[src/rtl/escalonador_pkg.sv]
// +--------------------------------------------------------------------+
// | escalonador_pkg: shared FSM state type and default sizes (rev 1.0) |
// +--------------------------------------------------------------------+
`default_nettype none

package escalonador_pkg;

  localparam int ADDR_WIDTH_DEF      = 12;
  localparam int DISTANCIA_WIDTH_DEF = 16;
  localparam int FILA_PROF_DEF       = 4;
  localparam int TIMEOUT_CICLOS_DEF  = 500000;

  typedef enum logic [1:0] {
    OCIOSO    = 2'd0,
    DISPARO   = 2'd1,
    AGUARDA   = 2'd2,
    RESULTADO = 2'd3
  } estado_t;

endpackage

`default_nettype wire

[src/rtl/fila_requisicoes.sv]
// +--------------------------------------------------------------------+
// | fila_requisicoes: circular request FIFO, power-of-2 depth (rev 1.0)|
// +--------------------------------------------------------------------+
`default_nettype none

module fila_requisicoes #(
  parameter int DATA_WIDTH = 24,
  parameter int PROF       = 4
) (
  input  logic                    clk,
  input  logic                    rst_n,
  input  logic                    push_in,
  input  logic [DATA_WIDTH-1:0]   dado_in,
  input  logic                    pop_in,
  output logic [DATA_WIDTH-1:0]   dado_out,
  output logic [$clog2(PROF):0]   ocupacao_out,
  output logic                    livre_out
);

  localparam int PW = $clog2(PROF);
  localparam logic [PW:0] PROF_CNT = (PW+1)'(PROF);

  logic [DATA_WIDTH-1:0] mem_q [PROF];
  logic [PW-1:0]         wr_ptr_q, wr_ptr_d;
  logic [PW-1:0]         rd_ptr_q, rd_ptr_d;
  logic [PW:0]           count_q, count_d;
  logic                  push_ok, pop_ok;

  // Pointers are exactly PW bits wide, so the increment wraps modulo PROF.
  always_comb begin
    push_ok  = push_in && (count_q < PROF_CNT);
    pop_ok   = pop_in && (count_q != '0);
    wr_ptr_d = push_ok ? wr_ptr_q + PW'(1) : wr_ptr_q;
    rd_ptr_d = pop_ok  ? rd_ptr_q + PW'(1) : rd_ptr_q;
    count_d  = count_q;
    case ({push_ok, pop_ok})
      2'b10:   count_d = count_q + (PW+1)'(1);
      2'b01:   count_d = count_q - (PW+1)'(1);
      default: count_d = count_q;
    endcase
  end

  always_ff @(posedge clk or negedge rst_n) begin
    if (!rst_n) begin
      wr_ptr_q <= '0;
      rd_ptr_q <= '0;
      count_q  <= '0;
    end else begin
      wr_ptr_q <= wr_ptr_d;
      rd_ptr_q <= rd_ptr_d;
      count_q  <= count_d;
    end
  end

  always_ff @(posedge clk) begin
    if (push_ok) mem_q[wr_ptr_q] <= dado_in;
  end

  assign dado_out     = mem_q[rd_ptr_q];
  assign ocupacao_out = count_q;
  assign livre_out    = (count_q < PROF_CNT);

endmodule

`default_nettype wire

[src/rtl/escalonador_busca.sv]
// +--------------------------------------------------------------------+
// | escalonador_busca: queues path searches and sequences the core     |
// | rev 1.0                                                            |
// +--------------------------------------------------------------------+
`default_nettype none

module escalonador_busca
  import escalonador_pkg::*;
#(
  parameter int ADDR_WIDTH      = ADDR_WIDTH_DEF,
  parameter int DISTANCIA_WIDTH = DISTANCIA_WIDTH_DEF,
  parameter int FILA_PROF       = FILA_PROF_DEF,
  parameter int TIMEOUT_CICLOS  = TIMEOUT_CICLOS_DEF
) (
  input  logic                         clk,
  input  logic                         rst_n,
  input  logic                         req_valid_in,
  output logic                         req_ready_out,
  input  logic [ADDR_WIDTH-1:0]        req_fonte_in,
  input  logic [ADDR_WIDTH-1:0]        req_destino_in,
  output logic [ADDR_WIDTH-1:0]        core_addr_fonte_out,
  output logic [ADDR_WIDTH-1:0]        core_addr_destino_out,
  output logic                         core_wr_fonte_out,
  input  logic                         core_distancia_valid_in,
  input  logic [DISTANCIA_WIDTH-1:0]   core_distancia_in,
  input  logic                         core_caminho_valid_in,
  input  logic                         core_pronto_in,
  output logic                         res_valid_out,
  input  logic                         res_ready_in,
  output logic [ADDR_WIDTH-1:0]        res_fonte_out,
  output logic [ADDR_WIDTH-1:0]        res_destino_out,
  output logic [DISTANCIA_WIDTH-1:0]   res_distancia_out,
  output logic [ADDR_WIDTH:0]          res_tamanho_out,
  output logic                         res_timeout_out,
  output logic                         ocupado_out,
  output logic [$clog2(FILA_PROF):0]   pendentes_out
);

  localparam int TW = $clog2(TIMEOUT_CICLOS) + 1;
  localparam logic [TW-1:0] TIMER_FIM = TW'(TIMEOUT_CICLOS - 1);
  localparam int DW = 2 * ADDR_WIDTH;

  estado_t                      estado_q, estado_d;
  logic [ADDR_WIDTH-1:0]        fonte_q, fonte_d;
  logic [ADDR_WIDTH-1:0]        destino_q, destino_d;
  logic [DISTANCIA_WIDTH-1:0]   distancia_q, distancia_d;
  logic [ADDR_WIDTH:0]          tamanho_q, tamanho_d;
  logic                         timeout_q, timeout_d;
  logic [TW-1:0]                timer_q, timer_d;

  logic                         fila_pop;
  logic [DW-1:0]                fila_dado;
  logic [$clog2(FILA_PROF):0]   fila_ocup;
  logic                         fila_vazia;
  logic                         mesmo_no;

  fila_requisicoes #(
    .DATA_WIDTH (DW),
    .PROF       (FILA_PROF)
  ) u_fila (
    .clk          (clk),
    .rst_n        (rst_n),
    .push_in      (req_valid_in),
    .dado_in      ({req_fonte_in, req_destino_in}),
    .pop_in       (fila_pop),
    .dado_out     (fila_dado),
    .ocupacao_out (fila_ocup),
    .livre_out    (req_ready_out)
  );

  assign fila_vazia = (fila_ocup == '0);
  assign mesmo_no   = (fonte_q == destino_q);

  always_ff @(posedge clk or negedge rst_n) begin
    if (!rst_n) begin
      estado_q    <= OCIOSO;
      fonte_q     <= '0;
      destino_q   <= '0;
      distancia_q <= '0;
      tamanho_q   <= '0;
      timeout_q   <= 1'b0;
      timer_q     <= '0;
    end else begin
      estado_q    <= estado_d;
      fonte_q     <= fonte_d;
      destino_q   <= destino_d;
      distancia_q <= distancia_d;
      tamanho_q   <= tamanho_d;
      timeout_q   <= timeout_d;
      timer_q     <= timer_d;
    end
  end

  always_comb begin
    estado_d    = estado_q;
    fonte_d     = fonte_q;
    destino_d   = destino_q;
    distancia_d = distancia_q;
    tamanho_d   = tamanho_q;
    timeout_d   = timeout_q;
    timer_d     = timer_q;
    case (estado_q)
      OCIOSO: begin
        if (!fila_vazia) begin
          fonte_d   = fila_dado[DW-1 -: ADDR_WIDTH];
          destino_d = fila_dado[ADDR_WIDTH-1:0];
          estado_d  = DISPARO;
        end
      end
      DISPARO: begin
        timer_d     = '0;
        timeout_d   = 1'b0;
        distancia_d = '0;
        if (mesmo_no) begin
          tamanho_d = (ADDR_WIDTH+1)'(1);
          estado_d  = RESULTADO;
        end else begin
          tamanho_d = '0;
          estado_d  = AGUARDA;
        end
      end
      AGUARDA: begin
        timer_d = timer_q + TW'(1);
        if (core_distancia_valid_in) distancia_d = core_distancia_in;
        if (core_caminho_valid_in && (tamanho_q != '1))
          tamanho_d = tamanho_q + (ADDR_WIDTH+1)'(1);
        // pronto wins over a watchdog expiry landing in the same cycle
        if (core_pronto_in) begin
          timeout_d = 1'b0;
          estado_d  = RESULTADO;
        end else if (timer_q == TIMER_FIM) begin
          timeout_d   = 1'b1;
          distancia_d = '1;
          tamanho_d   = '0;
          estado_d    = RESULTADO;
        end
      end
      RESULTADO: begin
        if (res_ready_in) estado_d = OCIOSO;
      end
      default: estado_d = OCIOSO;
    endcase
  end

  always_comb begin
    fila_pop              = 1'b0;
    core_wr_fonte_out     = 1'b0;
    core_addr_fonte_out   = '0;
    core_addr_destino_out = '0;
    res_valid_out         = 1'b0;
    case (estado_q)
      OCIOSO:    fila_pop = !fila_vazia;
      DISPARO: begin
        core_addr_fonte_out   = fonte_q;
        core_addr_destino_out = destino_q;
        core_wr_fonte_out     = !mesmo_no;
      end
      RESULTADO: res_valid_out = 1'b1;
      default:   fila_pop = 1'b0;
    endcase
  end

  assign ocupado_out       = (estado_q != OCIOSO);
  assign pendentes_out     = fila_ocup;
  assign res_fonte_out     = fonte_q;
  assign res_destino_out   = destino_q;
  assign res_distancia_out = distancia_q;
  assign res_tamanho_out   = tamanho_q;
  assign res_timeout_out   = timeout_q;

endmodule

`default_nettype wire

[config.mk]
export PLATFORM = sky130hd
export DESIGN_NAME = escalonador_busca
export DESIGN_NICKNAME = d
export VERILOG_FILES = /design/src/rtl/escalonador_pkg.sv /design/src/rtl/fila_requisicoes.sv /design/src/rtl/escalonador_busca.sv
export SDC_FILE = /design/constraint.sdc
export NUM_CORES = 1
export LEC_CHECK = 0
export BUFFER_PORTS_ARGS = -buffer_cell sky130_fd_sc_hd__buf_2
export CAP_MARGIN = 25
export CELL_PAD_IN_SITES_DETAIL_PLACEMENT = 0
export CELL_PAD_IN_SITES_GLOBAL_PLACEMENT = 1
export CORE_MARGIN = 2
export CORE_UTILIZATION = 43
export CTS_BUF_LIST = sky130_fd_sc_hd__clkbuf_8
export CTS_CLUSTER_DIAMETER = 120
export DETAILED_ROUTE_END_ITERATION = 10
export PLACE_DENSITY = 0.76
export RECOVER_POWER = 25
export REMOVE_ABC_BUFFERS = 1
export SYNTH_ARGS = -nofsm -noshare
export SYNTH_HDL_FRONTEND = slang
export SYNTH_SLANG_ARGS = --single-unit
[constraint.sdc]
create_clock -name clk -period 2.6 [get_ports clk]
set_clock_uncertainty 0.15 [all_clocks]
set_input_delay 0.13 -clock clk [delete_from_list [all_inputs] [get_ports clk]]
set_output_delay 0.13 -clock clk [all_outputs]
set_load 0.02 [all_outputs]
# Yosys cells after proc, flatten, opt, wreduce, memory -nomap -nowiden
# Memory sizes are Yosys's and may differ from the RTL's. A register that Yosys moved wholly into a read port is not among the register bits.
# Index checks and enable logic that the tools add are counted.
# W data, S select, Z words.
[word_totals]
ram_bits = 96
reg_bits = 59
romBits = 0
word_cells = 70
input_bits = 47
memories = 1
output_inout_bits = 85
latchBits = 0
[classes]
add_sub_neg = 6
n_lt_le_gt_ge = 1
mux = 27
n_mul = 0
reduce_logical = 15
shift = 0
n_div = 0
bitwise_logic = 1
eq_ne = 11
[mem_list]
columns = ["memory", "words", "width", "read_ports", "rd_ports_with_merged_regs", "write_ports", "line_no", "text"]
rows = [
  ["u_fila.mem_q", 4, 24, 1, 1, 1, "fila_requisicoes.sv:23", "logic [DATA_WIDTH-1:0] mem_q [PROF];"],
]
[op_table]
columns = ["op", "count"]
rows = [
  ["$mux W16", 3],
  ["$pmux W20 S2", 1],
  ["$mux W13", 3],
  ["$pmux W16 S2", 1],
  ["$pmux W13 S2", 1],
  ["$mux W12", 2],
  ["$add A20 B1 Y20 const B", 1],
  ["$eq A20 B19 Y1 const B", 1],
  ["$add A13 B1 Y13 const B", 1],
  ["$ne A13 B13 Y1 const B", 1],
  ["$eq A12 B12 Y1", 1],
  ["$mux W1", 9],
  ["$mux W2", 4],
  ["$pmux W2 S4", 1],
  ["$eq A2 B2 Y1 const B", 3],
  ["$pmux W3 S2", 1],
  ["$reduce_bool A2 Y1", 3],
  ["$add A2 B1 Y2 const B", 2],
  ["$eq A2 B1 Y1 const B", 2],
  ["$ne A2 B2 Y1 const B", 2],
  ["$reduce_and A2 Y1", 2],
  ["$add A3 B1 Y3 const B", 1],
  ["$logic_and A1 B1 Y1", 3],
  ["$logic_not A1 Y1", 3],
  ["other kinds (9)", 9],
]

# Depth between registers and ports, before layout
[depth]
depth_word = 6
mapped_depth = 11
ltp_nobuf = 10

# By module
# A second synthesis with hierarchy kept.
[hier_totals]
cells_unflattened = 582
hier_area_um2 = 7867.5
[by_module_without_submodules]
columns = ["module", "area_each_um2", "n_inst", "cells_per_inst", "seq_area_each_um2"]
rows = [
  ["escalonador_busca", 3948.8, 1, 418, 1901.8],
  ["fila_requisicoes", 3918.8, 1, 164, 3057.9],
]

# Least setup slack after synthesis
# Ideal clock, no wire load.
[synth_path]
path_type = "reg-to-reg"
startpoint = "register estado_q[0]"
endpoint = "register u_fila.count_q[2], in the netlist u_fila.ocupacao_out[2]"
required_time_ns = 2.370
n_path_buf = 1
period_less_slack_ns = 2.486
setup_slack_ns = 0.114
setup_time_ns = 0.080
t_arrival_ns = 2.256
stages_incl_launch_ff = 12
cell_sequence = "dfrtp_1 > inv_1 > ha_1 > nand2b_1 > inv_2 > buf_1 > ha_1 > inv_1 > fa_1 > xor2_1 > nor2_1 > xnor2_1"
[synth_between]
elab_chain_len = 5
word_cells_on_any_way = 7
[synth_lines]
columns = ["item", "line_no", "text"]
rows = [
  ["start: declaration", "escalonador_busca.sv:43", "estado_t estado_q, estado_d;"],
  ["start signal: assignment", "escalonador_busca.sv:84", "estado_q <= estado_d;"],
  ["$logic_not A2 Y1 *", "escalonador_busca.sv:151", "case (estado_q)"],
  ["$mux W1 *", "escalonador_busca.sv:151", ""],
  ["net fila_pop", "escalonador_busca.sv:51", "logic fila_pop;"],
  ["$logic_and A1 B1 Y1 *", "fila_requisicoes.sv:32", "pop_ok = pop_in && (count_q != '0);"],
  ["$eq A2 B1 Y1 or $eq A2 B2 Y1 (tied branches)", "fila_requisicoes.sv:36", "case ({push_ok, pop_ok})"],
  ["$pmux W3 S2 or $reduce_bool A2 Y1 (tied branches)", "n/a", ""],
  ["end signal: assignment", "fila_requisicoes.sv:51", "count_q <= count_d;"],
  ["end: declaration", "fila_requisicoes.sv:26", "logic [PW:0] count_q, count_d;"],
]
# Mark *: on every way through the listed nets, which the timed path passes. The rest lies on a longest branch.
# A chain may end at the register's enable or synchronous reset.

# Worst setup path after layout
[layout_path]
startpoint = "register estado_q[1]"
endpoint = "register timer_q[16]"
[layout_between]
elab_chain_len = 2
word_cells_on_any_way = 4
[layout_lines]
columns = ["item", "line_no", "text"]
rows = [
  ["$eq A2 B2 Y1 or $eq A2 B1 Y1 (tied branches)", "escalonador_busca.sv:102", "case (estado_q)"],
  ["$pmux W20 S2 or $reduce_bool A2 Y1 (tied branches)", "n/a", ""],
  ["end signal: assignment", "escalonador_busca.sv:90", "timer_q <= timer_d;"],
  ["end: declaration", "escalonador_busca.sv:49", "logic [TW-1:0] timer_q, timer_d;"],
]
# Parallel ways exist; a longest one is shown, timed or not.

==> metrics.md <==
| Metric | Value |
|---|---|
| Die Wd | 137.8 microns |
| # nets final | 754 |
| DP Area | 8678 sq um |
| Status | finished, final reports clean |
| Clk root buf | clkbuf_8 |
| Wire per inst | 18.07 microns |
| CP max stage delay | 0.50 ns |
| Relative slew slack | 20.25% |
| Yosys top cell by area | edfxtp_1 |
| # IOs | 132 |
| Row count | 48 |
| Post-synthesis cell count | 508 |
| Critical Path RT | 2.79 ns |
| Core Util, Final | 54.35% |
| Crit path max-delay cell type | ha_1 |
| Syn Std Cell Area | 7701 sq um |
| HP Class | input port to register |
| Vias in the first global route | 5110 |
| Share of cells above drive strength 1 | 31.82% |
| Initial detailed-routing violation count | 247 |
| Largest cells by area after synthesis | edfxtp_1 37%, dfrtp_1 27%, mux4_2 7.0%, mux2_2 3.5%, xnor2_1 2.6% |
| Die Y | 137.8 microns |
| # Post-CTS Setup Buffers | 0 |
| Core Footprint | 17420 sq um |
| Synth top area share | 37.43% |
| Pwr dens | 1080 nW/um^2 |
| HPWL after DPL | 10.70 mm |
| RD Place Congestion | 0.8091 |
| LEAKAGE | 3.803 nW |
| Via/cell ratio | 5.307 |
| Worst Path Buf+Inv | 2 |
| Max-Cap Viols | 0 |
| Post-route cell area | 9465 sq um |
| Hold Worst Slack | 0.1224 ns |
| Mapped Avg Cell Area | 15.16 sq um |
| Post-route antenna net violation count | 0 |
| Worst-Skew Late Latency | 0.46 ns |
| Crit-path max FO | 11 |
| Critical-path cell list | inv_1 > ha_1 > buf_4 > nand4_1 > nor4_1 > xnor2_1 > nor2_1 |
| Num CTS Buffers | 17 |
| Final wirelength | 16.84 mm |
| Most used DFF post-synth | edfxtp_1 |
| FMAX | 428.7 MHz |
| Max H-tree Level | 4 |
| Initial antenna violation count | 0 |
| Initial Utilization | 44.22% |
| CP delay by family, top | simple AND/OR/NAND/NOR gates |
| GR Overflow Total | 0 |
| Tmin final | 2.333 ns |
| Largest net degree at the start of global routing | 42 |
| Seq/Total Area, Yosys | 64.40% |
| Post-synthesis async set-or-reset flop share | 46.37% |
| Worst-path clk slew | 0.09 ns |
| Final Max Tran Viols | 0 |
| Setup tns final | 0 ns |
| Tcrit/Tclk final | 89.73% |
| DIE AREA | 19000 sq um |
| Warning count from the yosys run | 0 |
| Commonest non-fill, non-tap cell in the layout | buf_2 |
| ANT cells | 0 |
| Worst slew pin tran | 1.196 ns |
| RSZ-0062 raised after global routing | false |
| Crit path DAT | 2.53 ns |
| GR Util All Layers | 18.57% |
| Synth unique cells | 58 |
| IR drop worst, VDD | 0.6226 mV |
| CTS Sinks | 179 |
| Setup-failing EPs final | 0 |
| Worst-case clock buffer depth | 2 |
| Startpoint Class | register |
| Crit path kind | register to register |
| Pre-antenna DRT Iters | 4 |
| Leading cell types in the layout, fill and taps excluded | 106 x buf_2, 96 x edfxtp_1, 82 x dfrtp_1 |
| Port-buffer cells | 131 |
| Reg2Reg Setup Slack | 0.27 ns |
| #FFs+latches synth | 179 |
| CTS tree | done |
| DRC viols | 0 |
| EDFF count, synth | 96 |
| Setup crit end kind | register |
| Final hold vios | 0 |
| Via count | 4946 |
| First-pass GRT wire length | 26.33 mm |
| Synthesis-to-finish area growth | 22.91% |
## power by group
group          total, mW  switching (mW)  leakage [nW]  internal [mW]
combinational       4.31            2.43          1.66           1.88
sequential          4.10           0.481          1.94           3.62
clock               1.81            1.01         0.205          0.800
total               10.2            3.92          3.80           6.30
## worst register-to-register path, stage by stage, from the launching register on
cell and delay, ns:
dfrtp_1 0.41, inv_1 0.10, ha_1 0.50, buf_4 0.23, nand4_1 0.22, nor4_1 0.38, xnor2_1 0.17, nor2_1 0.06
## timing repair
item / 4_1_cts / 5_1_grt
hold buffers: 44 / 0
hold endpoints to repair: 183 / 0
resized for setup: 0 / 0
## state kept, by name, indices dropped and copies added (netlist names)
signal	cells
u_fila.mem_q	96
timer_q	20
res_distancia_out	16
res_tamanho_out	13
res_destino_out	12
res_fonte_out	12
u_fila.ocupacao_out	3
estado_q	2
u_fila.rd_ptr_q	2
u_fila.wr_ptr_q	2
res_timeout_out	1
## cells by family (layout without fill, tap and decap cells)
kind of cell             after synthesis  after routing  share of synthesized area [%]
AND/OR/NAND/NOR                      137            137                          10.35
buffers and inverters                 41            240                          2.307
AO/OA/AOI/OAI                         52             52                          5.865
multiplexers                          49             49                          10.66
adder cells (fa/ha/maj)               13             13                          2.210
flip-flops                           179            179                          64.40
XOR/XNOR                              37             37                          4.208
## synth_stat cells, drive strengths merged (3+ instances only)
master / instances
a21oi: 9
and2: 30
and3: 3
and4: 4
buf: 13
clkbuf: 9
dfrtp: 83
edfxtp: 96
ha: 12
inv: 19
mux2: 24
mux4: 24
nand2: 15
nand2b: 3
nand3: 11
nand4: 16
nor2: 27
nor2b: 3
nor3: 8
nor4: 4
nor4b: 3
o21ai: 10
o221a: 16
o31ai: 3
or3: 4
xnor2: 23
xor2: 14
## stage by stage
step,instances,setup slack [ns],power (mW)
after floorplan,486,0.2571,6.944
after global placement,856,0.3660,8.333
after detailed placement,856,0.3014,8.447
after CTS,932,0.2717,10.32
after global routing,932,0.07666,10.83
final,932,0.2671,10.22
## cell type report
| cell class | instances | area, sq um |
|---|---|---|
| timing repair buffer | 189 | 1209 |
| clock buffer | 18 | 247.7 |
| tap | 225 | 281.5 |
| sequential | 179 | 4961 |
| clock inverter | 14 | 131.4 |
| multi-input combinational | 288 | 2564 |
| fill | 1453 | 7951 |
| inverter | 19 | 71.32 |
## worst paths after layout
kind | start | to | cells past startpoint
max | estado_q[1] | timer_q[16] | 7
max reg2reg | estado_q[1] | timer_q[16] | 7
max in group asynchronous | rst_n | res_distancia_out[15] | 3
min | res_ready_in | estado_q[1] | 5
min reg2reg | res_timeout_out | res_timeout_out | 2
min in group asynchronous | rst_n | res_tamanho_out[9] | 2
## per-layer routing
layer	routed length [microns]	GRT usage, %
met5	0	0
met4	369	7.143
met3	764	3.716
met2	8463	31.95
met1	7246	23.20
Note: power is estimated with default switching activity, not from simulation.
